===== src/rtl/s38417_onehot_scan.sv =====
// Registered one-hot channel selector with a sequential scan that counts fields differing from a reference word.
// Define S38417_SEL_CHECK_EN to flag multi-hot selects as errors instead of OR-merging the selected fields.
module s38417_onehot_scan #(
  parameter int NCH = 4,
  parameter int W   = 8,
  parameter int CW  = $clog2(NCH + 1)
) (
  input  logic             CK,
  input  logic             RST_N,
  input  logic [NCH-1:0]   sel,
  input  logic [NCH*W-1:0] din,
  input  logic [W-1:0]     ref_word,
  input  logic             start,
  output logic [W-1:0]     out_data,
  output logic             out_valid,
  output logic             busy,
  output logic             done,
  output logic [CW-1:0]    mis_cnt,
  output logic [NCH-1:0]   mis_mask,
  output logic             sel_err
);

  localparam int IW = (NCH > 1) ? $clog2(NCH) : 1;

  typedef enum logic [1:0] {IDLE, SCAN, DONE} state_t;

  state_t        state, state_next;
  logic [IW-1:0] idx;
  logic [W-1:0]  ref_q;
  logic [W-1:0]  live_field;
  logic [W-1:0]  scan_field;
  logic          sel_any;
  logic          last_ch;

  // Live path is the legacy AND-OR cone; scan path is a plain mux on idx.
  always_comb begin
    live_field = '0;
    scan_field = '0;
    for (int k = 0; k < NCH; k++) begin
      if (sel[k]) live_field = live_field | din[k*W +: W];
      if (idx == IW'(k)) scan_field = din[k*W +: W];
    end
  end

  assign sel_any = |sel;
  assign last_ch = (idx == IW'(NCH - 1));

`ifdef S38417_SEL_CHECK_EN
  logic sel_multi;
  assign sel_multi = |(sel & (sel - NCH'(1)));
`endif

  always_ff @(posedge CK) begin
    if (!RST_N) state <= IDLE;
    else        state <= state_next;
  end

  always_comb begin
    state_next = state;
    busy       = 1'b0;
    done       = 1'b0;
    case (state)
      IDLE: if (start) state_next = SCAN;
      SCAN: begin
        busy = 1'b1;
        if (last_ch) state_next = DONE;
      end
      DONE: begin
        busy       = 1'b1;
        done       = 1'b1;
        state_next = IDLE;
      end
      default: state_next = IDLE;
    endcase
  end

  always_ff @(posedge CK) begin
    if (!RST_N) begin
      out_data  <= '0;
      out_valid <= 1'b0;
      mis_cnt   <= '0;
      mis_mask  <= '0;
      idx       <= '0;
      ref_q     <= '0;
`ifdef S38417_SEL_CHECK_EN
      sel_err   <= 1'b0;
`endif
    end else begin
      case (state)
        IDLE: begin
`ifdef S38417_SEL_CHECK_EN
          if (sel_multi) begin
            sel_err   <= 1'b1;
            out_valid <= 1'b0;
          end else if (sel_any) begin
            out_data  <= live_field;
            out_valid <= 1'b1;
          end else begin
            out_valid <= 1'b0;
          end
`else
          if (sel_any) begin
            out_data  <= live_field;
            out_valid <= 1'b1;
          end else begin
            out_valid <= 1'b0;
          end
`endif
          if (start) begin
            idx      <= '0;
            mis_cnt  <= '0;
            mis_mask <= '0;
            ref_q    <= ref_word;
          end
        end
        SCAN: begin
          out_data  <= scan_field;
          out_valid <= 1'b1;
          if (scan_field != ref_q) begin
            mis_mask[idx] <= 1'b1;
            mis_cnt       <= mis_cnt + CW'(1);
          end
          idx <= last_ch ? '0 : idx + IW'(1);
        end
        DONE: out_valid <= 1'b0;
        default: out_valid <= 1'b0;
      endcase
    end
  end

`ifndef S38417_SEL_CHECK_EN
  assign sel_err = 1'b0;
`endif

endmodule


===== config.mk =====
export PLATFORM = sky130hd
export DESIGN_NAME = s38417_onehot_scan
export DESIGN_NICKNAME = d
export VERILOG_FILES = /design/src/rtl/s38417_onehot_scan.sv
export SDC_FILE = /design/constraint.sdc
export NUM_CORES = 1
export LEC_CHECK = 0
export CORE_MARGIN = 3
export CORE_UTILIZATION = 41
export DETAILED_ROUTE_END_ITERATION = 7
export PLACE_DENSITY = 0.75
export SLEW_MARGIN = 20
export SYNTH_ARGS = -nofsm -noshare
export SYNTH_HDL_FRONTEND = slang
export SYNTH_SLANG_ARGS = --single-unit

===== constraint.sdc =====
create_clock -name CK -period 2.2 [get_ports CK]
set_input_delay 0.22 -clock CK [delete_from_list [all_inputs] [get_ports CK]]
set_output_delay 0.22 -clock CK [all_outputs]
set_load 0.03 [all_outputs]

Word level (Yosys, flattened, before mapping):

Index checks and enable logic that the tools add are counted.

* register bits after elaboration: 28
* bits in latches: 0
* bits in writable memories: 0
* bits in read-only memories: 0
* input bits: 47
* output and inout bits: 19
* word-level logic and storage cells: 64
* memories kept: 0

* add/sub/neg operators: 2
* multiply operators: 0
* div/mod/pow operators: 0
* order comparisons: 2
* equal/unequal tests: 10
* shifts and indexed selects: 0
* multiplexer cells: 28
* bitwise operators: 4
* reduce and logical (&&, ||, !) cells: 11

Operators with widths (number)
* $mux 8: 9
* $or 8x8->8: 3
* $pmux 8 s2: 1
* $mux 2: 4
* $mux 4: 2
* $ne 2x2->1 const B: 4
* $ne 8x8->1: 1
* $pmux 2 s2: 2
* $pmux 4 s2: 1
* $reduce_and 2->1: 4
* $eq 2x2->1 const B: 3
* $mux 3: 2
* $pmux 3 s2: 1
* $eq 2x1->1 const B: 2
* $logic_not 2->1: 2
* $mux 1: 4
* $or 4x4->4: 1
* $reduce_or 4->1: 1
* $add 3x1->3 const B: 1
* $lt 2x3->1 const B: 1
* $reduce_and 3->1: 1
* $add 2x1->2 const B: 1
* $demux 1 s2: 1
* $ge 2x1->1 const B: 1
* 4 further kinds: 4

Logic depth before layout (Yosys ltp):

Gate-level depths: netlist (run 1).

* word-level depth: 9
* gate-level depth with buffers: 9
* gate-level depth less buffers: 8

Least setup slack after synthesis (run 1):

Ideal clock, no wire load.

* path kind: flip-flop to flip-flop
* start point: reg idx[0]
* end point: reg mis_cnt[2]
* library setup time: 0.079 ns
* data arrival time: 2.247 ns
* required time: 2.121 ns
* slack: -0.126 ns
* cell stages (with the launch flop): 10
* path buffers: 1
* clock period less this slack: 2.326 ns
* cell sequence: dfxtp_1 inv_1 ha_1 or2_1 buf_6 a221o_1 a21oi_2 o221ai_2 or4_1 o211ai_1

* word-level cells in the longest chain between the ends: 8
* elaborated cells on any way between the ends: 11
* those cells by class: eq/ne (5); mux (4); reduce/logical (2)

RTL lines
* start: declaration: RTL line 28 `logic [IW-1:0] idx;`
* start signal: assignment: RTL line 123 `idx <= last_ch ? '0 : idx + IW'(1);`
* $logic_not 2->1: RTL line 41 `if (idx == IW'(k)) scan_field = din[k*W +: W];`
* $mux 8 (3 in a row): RTL line 41
* $mux 8 *: RTL line 41
* $ne 8x8->1 *: RTL line 119 `if (scan_field != ref_q) begin`
* $ne 2x2->1 (no line) *
* $reduce_and 3->1 (no line) *
* end signal: assignment: RTL line 121 `mis_cnt <= mis_cnt + CW'(1);`
* end: declaration: RTL line 18 `output logic [CW-1:0] mis_cnt,`

Every way passes the cells marked *; elsewhere a longest branch is shown, timed or not.
A chain may end at the register's enable or synchronous reset.

Worst setup path after layout (run 1):

* start point: reg idx[0]
* end point: reg mis_cnt[0]

Same word-level chain as after synthesis.

==> flow_summary.json, run 1 <==
{
  "worstRegToRegCells": 10,
  "synth-edff-count": 0,
  "synthDistinctLibCells": 49,
  "r2r-end": "mis_cnt[0]$_SDFFE_PN0P_",
  "worst_slew_pin_slew_ns": 0.575,
  "drc": 0,
  "violations": "negative setup slack",
  "die_y_microns": 73.0,
  "timing.rr.start": "idx[0]$_SDFFE_PN0P_",
  "drtIter0Drc": 119,
  "die_w_microns": 73.0,
  "htree_levels": 1,
  "cts.reportedPaths.clkPinSlew_ns": 0.10,
  "period_share_pct": 110,
  "ys.warnings.count": 0,
  "grt.total_usage_pct": 22.3,
  "dp.final_hpwl_microns": 4500,
  "critical_path.cell_chain": "buf_4 > ha_4 > nor2b_4 > buf_4 > a221o_1 > a21bo_2 > nand4b_1 > o41ai_4 > buf_4 > mux2i_1",
  "start_util_pct": 44.1,
  "fin_skew_ns": 0.00272,
  "cp_slowest_cell": "dfxtp_4",
  "ios": 66,
  "crit_path_max_fanout": 6,
  "period_minus_slack_ns": 2.43,
  "timing_hold_violations_final": 0,
  "criticalPathCategory": "register to register",
  "setup_viol": 7,
  "min_from": "mis_mask[0]$_SDFFE_PN0P_",
  "cts_sinks": 28,
  "multiInputGateArea_sq_um": 1270,
  "synthTopCellsByArea": "dfxtp_1, nand2_1, a21oi_1",
  "antenna_cells": 0,
  "ant_nets": 0,
  "dr.max_layer_used": "met4",
  "place.port_buffers": 64,
  "status": "finished with violations",
  "worst_slack_ns": -0.227,
  "arrival_ns": 2.64,
  "overflow": 0,
  "cts_tree": "yes",
  "max_slew_margin_pct": 61.5,
  "numCtsBuffers": 3,
  "area_growth_pct": 59.9,
  "yosysSeqAreaShare_pct": 30.5,
  "root_buffer": "clkbuf_8",
  "grt_pass1_vias": 1992,
  "hold_path_end": "mis_mask[0]$_SDFFE_PN0P_",
  "synth_seq_cells": 28,
  "timing.fmax_mhz": 412,
  "met1_length_microns": 2630,
  "max_stage_delay_ns": 0.39,
  "p_leak_nw": 1.13,
  "ir_worst_vdd_mv": 0.381,
  "fin_nets": 379,
  "synth.avg_cell_area_sq_um": 8.00,
  "async_reset_ff_share_pct": 0,
  "required_ns": 2.41,
  "wl_microns": 5960,
  "grt_pass1_wl_microns": 9490,
  "synth_cells": 230,
  "syn_area_sq_um": 1840,
  "vias": 2102,
  "critPathLaunchType": "register",
  "routed-wl-met3_microns": 501,
  "dieArea_sq_um": 5330,
  "wl_per_cell_microns": 16.0,
  "synthFlopType": "dfxtp_1",
  "insertion_delay_ns": 0.28,
  "synth_top_area_share_pct": 30.5,
  "ctsHoldBuffers": 0,
  "syn_nets": 285,
  "max-cap-violations": 0,
  "stdcell_count": 373,
  "antenna_found_initial": 0,
  "core_area_sq_um": 4170,
  "hold_class": "register to register",
  "power.density_nw_per_um2": 515,
  "drive_gt1_share_pct": 20.4,
  "clk_path_buf_depth": 2,
  "regArea_sq_um": 568,
  "nFillCells": 315,
  "firstDrtPassIters": 4,
  "grt_max_degree": 22,
  "gp_congestion": 0.893,
  "holdWs_ns": 0.453,
  "synth_top_area_cell": "dfxtp_1",
  "vias_per_cell": 5.64,
  "rsz0062_at_grt": "true",
  "path_common_cell": "buf_4",
  "drv_slew": 0,
  "end_kind": "register",
  "dp_cells": 359,
  "dr_wl_met2_microns": 2760,
  "num_rows": 23,
  "reg2reg_slack_ns": -0.23,
  "min_path_cells": 2
}
## state kept, by name (all words and copies together), names as in the netlist
name,cells
out_data,8
ref_q,8
mis_mask,4
mis_cnt,3
idx,2
state,2
out_valid,1
## per-layer routing
| metal | GRT usage [%] | vias to the layer above |
|---|---|---|
| li1 | - | 1039 |
| met1 | 31.3 | 956 |
| met2 | 36.0 | 101 |
| met3 | 3.31 | 6 |
| met4 | 5.33 | 0 |
| met5 | 0 | - |
## worst max path at each step
stage                     slack [ns]                 endpoint                 from
after floorplan                -0.06  mis_cnt[0]$_SDFFE_PN0P_  idx[0]$_SDFFE_PN0P_
after global placement         -0.18  mis_cnt[1]$_SDFFE_PN0P_  idx[1]$_SDFFE_PN0P_
after detailed placement       -0.25  mis_cnt[0]$_SDFFE_PN0P_  idx[0]$_SDFFE_PN0P_
after CTS                      -0.20  mis_cnt[0]$_SDFFE_PN0P_  idx[0]$_SDFFE_PN0P_
after global routing           -0.37  mis_cnt[0]$_SDFFE_PN0P_  idx[0]$_SDFFE_PN0P_
final                          -0.23  mis_cnt[0]$_SDFFE_PN0P_  idx[0]$_SDFFE_PN0P_
## cells by family (layout without fill, tap and decap cells)
logic type      count (synthesis)  in the layout  share of synthesized area (%)
fa+ha+maj                       8              8                           5.44
mux                             3              3                           1.63
xor+xnor                        1              1                          0.476
compound gates                 90             90                           35.4
flops                          28             28                           30.5
simple gates                   76             76                           20.6
other cells                     1              1                          0.204
buf+inv                        23            116                           5.71
## timing repair
item | in CTS | in global routing
endpoints found under the setup margin | 7 | 7
gates resized for setup | 17 | 10
pin swaps | 9 | 11
setup buffers | 6 | 5
## through the flow
| stage | setup TNS [ns] | total power [mW] | setup WS (ns) | util, % | cell area [sq um] |
|---|---|---|---|---|---|
| floorplan | -0.388 | 0.884 | -0.0612 | - | 1850 |
| global placement | -1.09 | 1.13 | -0.176 | 64.8 | 2710 |
| detailed placement | -1.44 | 1.14 | -0.246 | 64.8 | 2710 |
| CTS | -1.08 | 1.49 | -0.202 | 68.8 | 2870 |
| global route | -2.31 | 1.60 | -0.373 | 70.5 | 2940 |
| finish | -1.35 | 1.51 | -0.227 | 70.5 | 2940 |
## layout make-up
cell class	count	area share, %
flip-flops and latches	28	19.3
repair buffers	104	32.4
inverters	8	1.19
clock buffers	4	1.87
multi-input cells	179	43.1
well taps	50	2.13
## critical path, delay by kind of cell (launching register included)
kind            cells  cell delay (ns)
compound gates      3             0.68
mux                 1             0.19
buf+inv             3             0.49
simple gates        2             0.43
fa+ha+maj           1             0.17
flops               1             0.39
## power breakdown
group / switching (mW) / internal [mW] / leakage (nW)
combinational: 0.302 / 0.307 / 0.869
clock: 0.172 / 0.161 / 0.0288
sequential: 0.0281 / 0.545 / 0.232
## cells in the final DEF (no fill, tap or decap), types with 4 or more instances in the layout
| master | count |
|---|---|
| clkdlybuf4s50_1 | 64 |
| nand2_1 | 37 |
| buf_4 | 37 |
| dfxtp_1 | 26 |
| a21oi_1 | 20 |
| a22oi_1 | 12 |
| o21ai_0 | 12 |
| and2_1 | 9 |
| nor2_1 | 6 |
| a31oi_1 | 6 |
| a221o_1 | 5 |
| o22a_1 | 5 |
| nand3b_1 | 4 |
| a22o_1 | 4 |
| ha_1 | 4 |
| clkbuf_8 | 4 |
## cell usage after synthesis (all sizes together), types with 5 or more instances
master	instances
nand2	37
dfxtp	28
a21oi	22
o21ai	16
a22oi	12
clkbuf	11
and2	9
ha	8
a31oi	6
nor2	6
a221o	5
inv	5
o22a	5
No activity file was read; power rests on OpenSTA's default activity.
==> inputs of run 2 (changes only) <==
--- a/config.mk
+++ b/config.mk
@@ -8,7 +8,8 @@
 export CORE_MARGIN = 3
 export CORE_UTILIZATION = 41
 export DETAILED_ROUTE_END_ITERATION = 7
-export PLACE_DENSITY = 0.75
+export MAX_ROUTING_LAYER = met4
+export PLACE_DENSITY = 0.86
 export SLEW_MARGIN = 20
 export SYNTH_ARGS = -nofsm -noshare
 export SYNTH_HDL_FRONTEND = slang
==> run 2 against run 1 <==
  * The flow still finishes with violations (negative setup slack)
  * Utilization shrank 0.21 points
  * Non-clock buffer count grew 1
  * Critical endpoint unchanged
  * Global-route usage grew 0.77 points
  * Critical path type unchanged
  * Cell count grew 0.27%
==> flow_summary.json, run 2 (synthesized netlist as in run 1, its figures left out) <==
{
  "p_leak_nw": 1.13,
  "clk_path_buf_depth": 2,
  "final_core_util_pct": 70.3,
  "status": "finished with violations",
  "path_common_cell": "buf_4",
  "grt_max_degree": 22,
  "grt.total_usage_pct": 23.1,
  "internal_power_mw": 1.01,
  "dp_cells": 360,
  "fin_nets": 380,
  "ctsHoldBuffers": 0,
  "root_buffer": "clkbuf_8",
  "power.density_nw_per_um2": 514,
  "period_share_pct": 112,
  "die_w_microns": 73.0,
  "crit_cells": 11,
  "ant_nets": 0,
  "comb_power_share_pct": 40.5,
  "fin_skew_ns": 0.00752,
  "timing_hold_violations_final": 0,
  "critPathLaunchType": "register",
  "stdcell_count": 374,
  "max_stage_delay_ns": 0.38,
  "mostFrequentLayoutCells": "clkdlybuf4s50_1, buf_4, nand2_1",
  "period_minus_slack_ns": 2.47,
  "htree_levels": 1,
  "critPathTopFamily": "buffers and inverters",
  "worst_slew_pin_slew_ns": 0.877,
  "max_slew_margin_pct": 41.0,
  "drtIter0Drc": 192,
  "antenna_found_initial": 0,
  "holdWs_ns": 0.451,
  "firstDrtPassIters": 5,
  "reg.largest.list": "out_data: 8 flops, ref_q: 8 flops, mis_mask: 4 flops",
  "die_y_microns": 73.0,
  "layout_commonest_cell": "clkdlybuf4s50_1",
  "drv_slew": 0,
  "stdcell_area_sq_um": 2930,
  "setup_viol": 7,
  "worst_slack_ns": -0.272,
  "crit_path_max_fanout": 7,
  "antenna_cells": 0,
  "drive_gt1_share_pct": 20.7,
  "r2r-end": "mis_cnt[0]$_SDFFE_PN0P_",
  "power_switching_mw": 0.495,
  "place.port_buffers": 64,
  "insertion_delay_ns": 0.28,
  "wl_microns": 6150,
  "vias": 2147,
  "grt_pass1_wl_microns": 9560,
  "switching_share_pct": 32.8,
  "ios": 66,
  "timing.rr.start": "idx[0]$_SDFFE_PN0P_",
  "cts_tree": "yes",
  "hold_class": "register to register",
  "setup_tns_ns": -1.60,
  "overflow": 0,
  "cts.reportedPaths.clkPinSlew_ns": 0.10,
  "criticalPathCategory": "register to register",
  "placed_cell_area_sq_um": 2710,
  "max-cap-violations": 0,
  "cts_sinks": 28,
  "critPathCapture": "mis_cnt[0]$_SDFFE_PN0P_",
  "dr_wl_met2_microns": 2990,
  "end_kind": "register",
  "p_clk_share_pct": 21.5,
  "numCtsBuffers": 3,
  "cp_slowest_cell": "dfxtp_4",
  "critical_path.cell_chain": "buf_4 > ha_2 > buf_4 > a221o_1 > buf_4 > nand3b_1 > nand4b_1 > buf_4 > o41ai_4 > buf_4 > mux2i_1",
  "dieArea_sq_um": 5330,
  "start_util_pct": 44.1,
  "reg2reg_slack_ns": -0.27,
  "gp_congestion": 0.947,
  "num_rows": 23,
  "vias_per_cell": 5.74,
  "required_ns": 2.41,
  "ir_worst_vdd_mv": 0.503,
  "crit_start": "idx[0]$_SDFFE_PN0P_",
  "wl_per_cell_microns": 16.5,
  "area_growth_pct": 59.4,
  "arrival_ns": 2.69,
  "core_area_sq_um": 4170,
  "rsz0062_at_grt": "true",
  "grt_pass1_vias": 1983,
  "timing.fmax_mhz": 404,
  "pwr-share-seq_pct": 38.0,
  "routed-wl-met3_microns": 513,
  "met1_length_microns": 2580,
  "drc": 0,
  "worstRegToRegCells": 11,
  "violations": "negative setup slack",
  "dp.final_hpwl_microns": 4650,
  "dr.max_layer_used": "met4",
  "path_buf_inv": 5
}
## run 2: metrics by stage
| stage | power [mW] | setup slack (ns) |
|---|---|---|
| after floorplan | 0.884 | -0.0612 |
| after global placement | 1.13 | -0.171 |
| after detailed placement | 1.14 | -0.273 |
| after CTS | 1.49 | -0.222 |
| after global routing | 1.58 | -0.348 |
| final | 1.51 | -0.272 |
## run 2: how the worst min path moves through the flow
| stage | from | to | slack (ns) | cells after the start |
|---|---|---|---|---|
| final | mis_mask[3]$_SDFFE_PN0P_ | mis_mask[3]$_SDFFE_PN0P_ | 0.45 | 2 |
| after global routing | ref_word[5] | ref_q[5]$_SDFFE_PN0P_ | 0.49 | 3 |
| after CTS | mis_mask[3]$_SDFFE_PN0P_ | mis_mask[3]$_SDFFE_PN0P_ | 0.47 | 2 |
| after detailed placement | mis_mask[3]$_SDFFE_PN0P_ | mis_mask[3]$_SDFFE_PN0P_ | 0.45 | 2 |
| after global placement | mis_mask[3]$_SDFFE_PN0P_ | mis_mask[3]$_SDFFE_PN0P_ | 0.44 | 2 |
| after floorplan | ref_word[3] | ref_q[3]$_SDFFE_PN0P_ | 0.36 | 2 |
## run 2: layer usage
layer  track usage, %  up-vias
li1                 -     1042
met1             30.1      991
met2             39.0      104
met3             3.44       10
met4             2.66        0
met5                -        -
## run 2: power by group through the flow
stage | clock network (mW) | logic (mW) | registers (mW)
floorplan | 0 | 0.253 | 0.631
global placement | 0 | 0.546 | 0.582
detailed placement | 0 | 0.555 | 0.584
CTS | 0.330 | 0.585 | 0.572
global route | 0.348 | 0.653 | 0.576
finish | 0.324 | 0.610 | 0.573
## run 2: layout make-up
type                    count  area [sq um]
clock buffers               4          55.1
fillers                   324          1240
inverters                   8          31.3
multi-input cells         179          1260
flip-flops and latches     28           566
well taps                  50          62.6
repair buffers            105           960
## run 2: worst reg2reg max path: cells and delay by family (launching register included)
family,cells,cell delay (ns)
buf+inv,5,0.84
compound gates,2,0.53
flops,1,0.38
simple gates,2,0.26
fa+ha+maj,1,0.21
mux,1,0.18
## run 2: repair_timing
action,CTS,global route
buffers inserted,9,2
gates cloned,0,0
resized for setup,14,9
pin swaps,10,3
setup endpoints to repair,7,7
